==> config.mk <==
export PLATFORM = sky130hd
export DESIGN_NAME = i2c_window_seq
export DESIGN_NICKNAME = d
export VERILOG_FILES = /design/src/rtl/i2c_window_seq.sv
export SDC_FILE = /design/constraint.sdc
export NUM_CORES = 1
export LEC_CHECK = 0
export ABC_CLOCK_PERIOD_IN_PS = 5100
export CAP_MARGIN = 20
export CORE_ASPECT_RATIO = 0.5
export CORE_UTILIZATION = 35
export CTS_CLUSTER_DIAMETER = 80
export CTS_CLUSTER_SIZE = 14
export DETAILED_ROUTE_END_ITERATION = 10
export GPL_TIMING_DRIVEN = 1
export PLACE_DENSITY_LB_ADDON = 0.08
export SLEW_MARGIN = 20
export SYNTH_ARGS = -nofsm -noshare
export SYNTH_HDL_FRONTEND = slang
export SYNTH_SLANG_ARGS = --single-unit
==> constraint.sdc <==
create_clock -name clock -period 5.1 [get_ports clock]
set_input_delay 0.765 -clock clock [delete_from_list [all_inputs] [get_ports clock]]
set_output_delay 0.765 -clock clock [all_outputs]
set_load 0.01 [all_outputs]
==> src/rtl/i2c_window_seq.sv <==
// Initiator side of the img2col ifmap window handshake: sweeps the convolution
// window grid over one tile and hands each window to the img2col unit in turn.
module i2c_window_seq #(
  parameter int ADDR_WID = 10,
  parameter int DIM_WID  = 6,
  parameter int CNT_WID  = 10
) (
  input  logic                clock,
  input  logic                rst_n,
  input  logic                seq_start,
  input  logic                seq_abort,
  input  logic [2:0]          ksize,
  input  logic [1:0]          stride,
  input  logic [1:0]          pad,
  input  logic [DIM_WID-1:0]  tile_length,
  input  logic [DIM_WID-1:0]  tile_height,
  input  logic                i2c_ready,
  input  logic                i2c_done,
  output logic                i2c_ifm_start,
  output logic                addr_valid,
  output logic [ADDR_WID-1:0] base_addr,
  output logic                seq_busy,
  output logic                seq_done,
  output logic [CNT_WID-1:0]  win_cnt
);

  localparam int CW = 8;
  localparam int LW = DIM_WID + 2;

  typedef enum logic [2:0] {
    S_IDLE,
    S_CALC,
    S_ISSUE,
    S_WAIT,
    S_STEP,
    S_FINISH
  } state_t;

  state_t state;

  logic signed [CW-1:0] x, y;
  logic [2:0]           k_q;
  logic [1:0]           s_q;
  logic [1:0]           p_q;
  logic [DIM_WID-1:0]   tl_q, th_q;

  logic signed [CW-1:0] kk, sw, pw, tlw, thw, x_adv, x_nxt, y_nxt;
  logic                 x_wrap, sweep_end, win_ok, cfg_legal;
  logic [ADDR_WID-1:0]  addr_calc;
  logic [LW-1:0]        k_in, len_in, hgt_in;

  always_comb begin
    kk  = CW'(k_q);
    sw  = CW'(s_q);
    pw  = CW'(p_q);
    tlw = CW'(tl_q);
    thw = CW'(th_q);

    win_ok    = !x[CW-1] && !y[CW-1] && ((x + kk) <= tlw) && ((y + kk) <= thw);
    addr_calc = ADDR_WID'(y) * ADDR_WID'(tl_q) + ADDR_WID'(x);

    // Row wrap and end-of-sweep are both judged on the already-advanced position.
    x_adv     = x + sw;
    x_wrap    = (x_adv + kk) > (tlw + pw);
    x_nxt     = x_wrap ? -pw : x_adv;
    y_nxt     = x_wrap ? (y + sw) : y;
    sweep_end = (y_nxt + kk) > (thw + pw);

    k_in      = LW'(ksize);
    len_in    = LW'(tile_length) + LW'({pad, 1'b0});
    hgt_in    = LW'(tile_height) + LW'({pad, 1'b0});
    cfg_legal = ((ksize == 3'd1) || (ksize == 3'd3) || (ksize == 3'd5)) &&
                (k_in <= len_in) && (k_in <= hgt_in);
  end

  always_ff @(posedge clock or negedge rst_n) begin
    if (!rst_n) begin
      state         <= S_IDLE;
      x             <= '0;
      y             <= '0;
      k_q           <= '0;
      s_q           <= '0;
      p_q           <= '0;
      tl_q          <= '0;
      th_q          <= '0;
      i2c_ifm_start <= 1'b0;
      addr_valid    <= 1'b0;
      base_addr     <= '0;
      seq_busy      <= 1'b0;
      seq_done      <= 1'b0;
      win_cnt       <= '0;
    end else begin
      i2c_ifm_start <= 1'b0;
      seq_done      <= 1'b0;
      unique case (state)
        S_IDLE: begin
          if (seq_start) begin
            if (cfg_legal) begin
              k_q      <= ksize;
              s_q      <= (stride == 2'd0) ? 2'd1 : stride;
              p_q      <= pad;
              tl_q     <= tile_length;
              th_q     <= tile_height;
              x        <= -CW'(pad);
              y        <= -CW'(pad);
              win_cnt  <= '0;
              seq_busy <= 1'b1;
              state    <= S_CALC;
            end else begin
              state <= S_FINISH;
            end
          end
        end
        S_CALC: begin
          addr_valid <= win_ok;
          base_addr  <= win_ok ? addr_calc : '0;
          state      <= S_ISSUE;
        end
        S_ISSUE: begin
          if (i2c_ready) begin
            i2c_ifm_start <= 1'b1;
            win_cnt       <= win_cnt + CNT_WID'(1);
            state         <= S_WAIT;
          end
        end
        S_WAIT: begin
          if (i2c_done) state <= S_STEP;
        end
        S_STEP: begin
          if (seq_abort) begin
            state <= S_FINISH;
          end else begin
            x     <= x_nxt;
            y     <= y_nxt;
            state <= sweep_end ? S_FINISH : S_CALC;
          end
        end
        S_FINISH: begin
          seq_done <= 1'b1;
          seq_busy <= 1'b0;
          state    <= S_IDLE;
        end
        default: state <= S_IDLE;
      endcase
    end
  end

endmodule

==> results_dict.tcl <==
set metrics [dict create \
    outcome "finished with violations" \
    violations "setup timing" \
    io_buffers 48 \
    ys_ff_latch 62 \
    num_antenna_cells 0 \
    insertion_delay_ns 0.35 \
    synthFlopType "dfrtp_1" \
    rsz0062_at_grt "yes" \
    synth.cell_area_um2 6420 \
    die_y_um 97.8 \
    globalplace.congestion 0.835 \
    layout-drive-gt1-share 0.135 \
    worstPathArrival_ns 5.62 \
    vias 5212 \
    synth_enable_flop_cells 0 \
    r2r-start "s_q[0]" \
    endpoint "state[2]" \
    required_ns 5.34 \
    synth_top_area_frac 0.241 \
    seq_area_frac_synth 0.241 \
    startpoint "s_q[0]" \
    layout.nets 940 \
    postSynthCellCount 716 \
    final_max_slew_viol_count 0 \
    end_kind "flip-flop" \
    drtIter0Drc 198 \
    fillers 1757 \
    start_kind "flip-flop" \
    core_um2 17700 \
    clock_path_buffers 2 \
    setup_viol 1 \
    grt-ovfl-total 0 \
    cts_tree "yes" \
    wire_per_inst_um 17.8 \
    die_w_um 194 \
    synth.largest_area_cell "dfrtp_1" \
    netlist_top_cells_area "dfrtp_1 (24%), ha_1 (16%), fa_1 (12%), xnor2_1 (5.5%), inv_1 (4.4%)" \
    grt_max_degree 41 \
    hold_violations 0 \
    viasPerCell 5.04 \
    cts_sinks 62 \
    grt_usage 0.212 \
    antenna_found_initial 0 \
    synth_cell_types 65 \
    post-route-min-period_ns 5.38 \
    fmax_mhz 186 \
    area_growth_pct 22.4 \
    ant_nets 0 \
    syn-mean-instance-area_um2 8.97 \
    start_util 0.364 \
    routed_wl_um 18400 \
    drc 0 \
    reg2reg_to "state[2]" \
    placed_area_um2 7440 \
    root_buffer "clkbuf_16" \
    reg2regPathDepth 26 \
    instances_no_fill 1034 \
    synth-async-reset-ratio 1.00 \
    ctsHtreeMaxLevel 3 \
    ys_warn_count 0 \
    multi_input_area_um2 4640 \
    syn_nets 861 \
    grt_pass1_vias 5576 \
    period_share 1.06 \
    clock_skew_ns 0.00962 \
    postLayoutCellArea_um2 7870 \
    clk_pin_slew_ns 0.06 \
    dp.cells 1017 \
    hold_path_class "reg -> reg" \
    worst-r2r-setup-slack_ns -0.28 \
    drt_pass1_iterations 4 \
    crit_fanout 3 \
    cts_buffers 9 \
    grt_pass1_wl_um 30600 \
    final-seq-area_um2 1550 \
    worstSetupPathType "reg -> reg" \
    worst_slew_pin_slew_ns 1.06 \
    hold_buffers 0 \
    cap_violations 0 \
    dp_hpwl_um 14500 \
    ios 49 \
    num_rows 34 \
    max_slew_margin 0.288 \
    dieArea_um2 18900 \
    final.setup.worst_slack_ns -0.283 \
]
## worst min-delay path by stage
stage / start / endpoint / cells after the start
after global placement: base_addr[3] / base_addr[3] / 2
after detailed placement: base_addr[4] / base_addr[4] / 2
final: base_addr[4] / base_addr[4] / 2
after floorplan: rst_n / addr_valid / 0
after global routing: base_addr[7] / base_addr[7] / 2
after CTS: base_addr[4] / base_addr[4] / 2
## cell type report
class / instances / area share
Clock buffer: 10 / 0.0291
Clock inverter: 6 / 0.00891
Inverter: 78 / 0.0372
Multi-Input combinational cell: 554 / 0.590
Sequential cell: 62 / 0.197
Tap cell: 234 / 0.0372
Timing Repair Buffer: 90 / 0.101
## critical path, cell delays in order, from the launching register on
cell,delay (ns)
dfrtp_1,0.41
ha_4,0.18
fa_2,0.41
xor2_4,0.19
ha_4,0.30
nand3_2,0.07
nand2_2,0.10
nand2_1,0.07
xnor2_1,0.13
ha_1,0.33
a21oi_2,0.16
nor2b_2,0.06
o31a_1,0.29
o21a_1,0.14
mux2_4,0.33
ha_4,0.17
fa_2,0.53
ha_1,0.23
nor2b_1,0.13
o21a_1,0.16
o21a_1,0.16
o21a_1,0.16
o21ai_1,0.11
nand2b_1,0.07
a21oi_1,0.13
o31ai_1,0.08
and3_1,0.16
## routing by layer
layer	up-vias	track usage	wire length, µm
met1	2509	0.296	9250
met4	0	0.0400	152
li1	2596	-	-
met5	-	0	0
met2	97	0.336	8130
met3	10	0.0494	905
## synthesized netlist by cell type (all sizes together) (8+ instances only)
cell type and instances:
mux2 8, inv 77, o31ai 8, fa 37, nor2b 10, clkbuf 16
a21o 15, o21ai 53, ha 83, nor2 48, dfrtp 62, and2 24
xor2 15, a21oi 33, o21a 10, nand2b 9, xnor2 42, nand2 65
nand3 22
## logic make-up after synthesis
logic type,Yosys count,share of synthesized area
mux,13,0.0218
fa+ha+maj,120,0.277
compound gates,153,0.153
xor+xnor,57,0.0800
buf+inv,100,0.0611
flops,62,0.241
simple gates,211,0.166
## layout by cell type, fill, tap and decap left out, types with 24 or more instances in the layout
| master | Yosys | final |
|---|---|---|
| ha_1 | 83 | 78 |
| inv_1 | 76 | 76 |
| nand2_1 | 64 | 63 |
| dfrtp_1 | 62 | 62 |
| o21ai_0 | 51 | 49 |
| nor2_1 | 48 | 48 |
| clkdlybuf4s50_1 | 0 | 47 |
| buf_4 | 0 | 42 |
| xnor2_1 | 40 | 38 |
| fa_1 | 37 | 34 |
| a21oi_1 | 33 | 27 |
| and2_1 | 24 | 24 |
## stage by stage
stage | worst slack, ns | TNS (ns) | utilization | hold WS (ns)
2_1_floorplan | -0.0802 | -0.0802 | - | 0.469
5_1_grt | -0.559 | -0.559 | 0.446 | 0.509
3_3_place_gp | -0.179 | -0.179 | 0.422 | 0.461
3_5_place_dp | -0.246 | -0.246 | 0.422 | 0.470
4_1_cts | -0.253 | -0.253 | 0.442 | 0.483
6_report | -0.283 | -0.283 | 0.446 | 0.474
## what timing repair did
action                                  4_1_cts  5_1_grt
gates resized for setup                       9        9
pin swaps                                    14        9
buffers inserted                              1        0
endpoints found under the setup margin        1        1
## flip-flops by register name (all words and copies together) (netlist names)
| register | cells |
|---|---|
| addr_valid | 1 |
| base_addr | 10 |
| i2c_ifm_start | 1 |
| k_q | 3 |
| p_q | 2 |
| s_q | 2 |
| seq_busy | 1 |
| seq_done | 1 |
| state | 3 |
| th_q | 6 |
| tl_q | 6 |
| win_cnt | 10 |
| x | 8 |
| y | 8 |
Power is not shown: default switching activity piles up to over one toggle a cycle in this logic, so the estimate is an artifact.
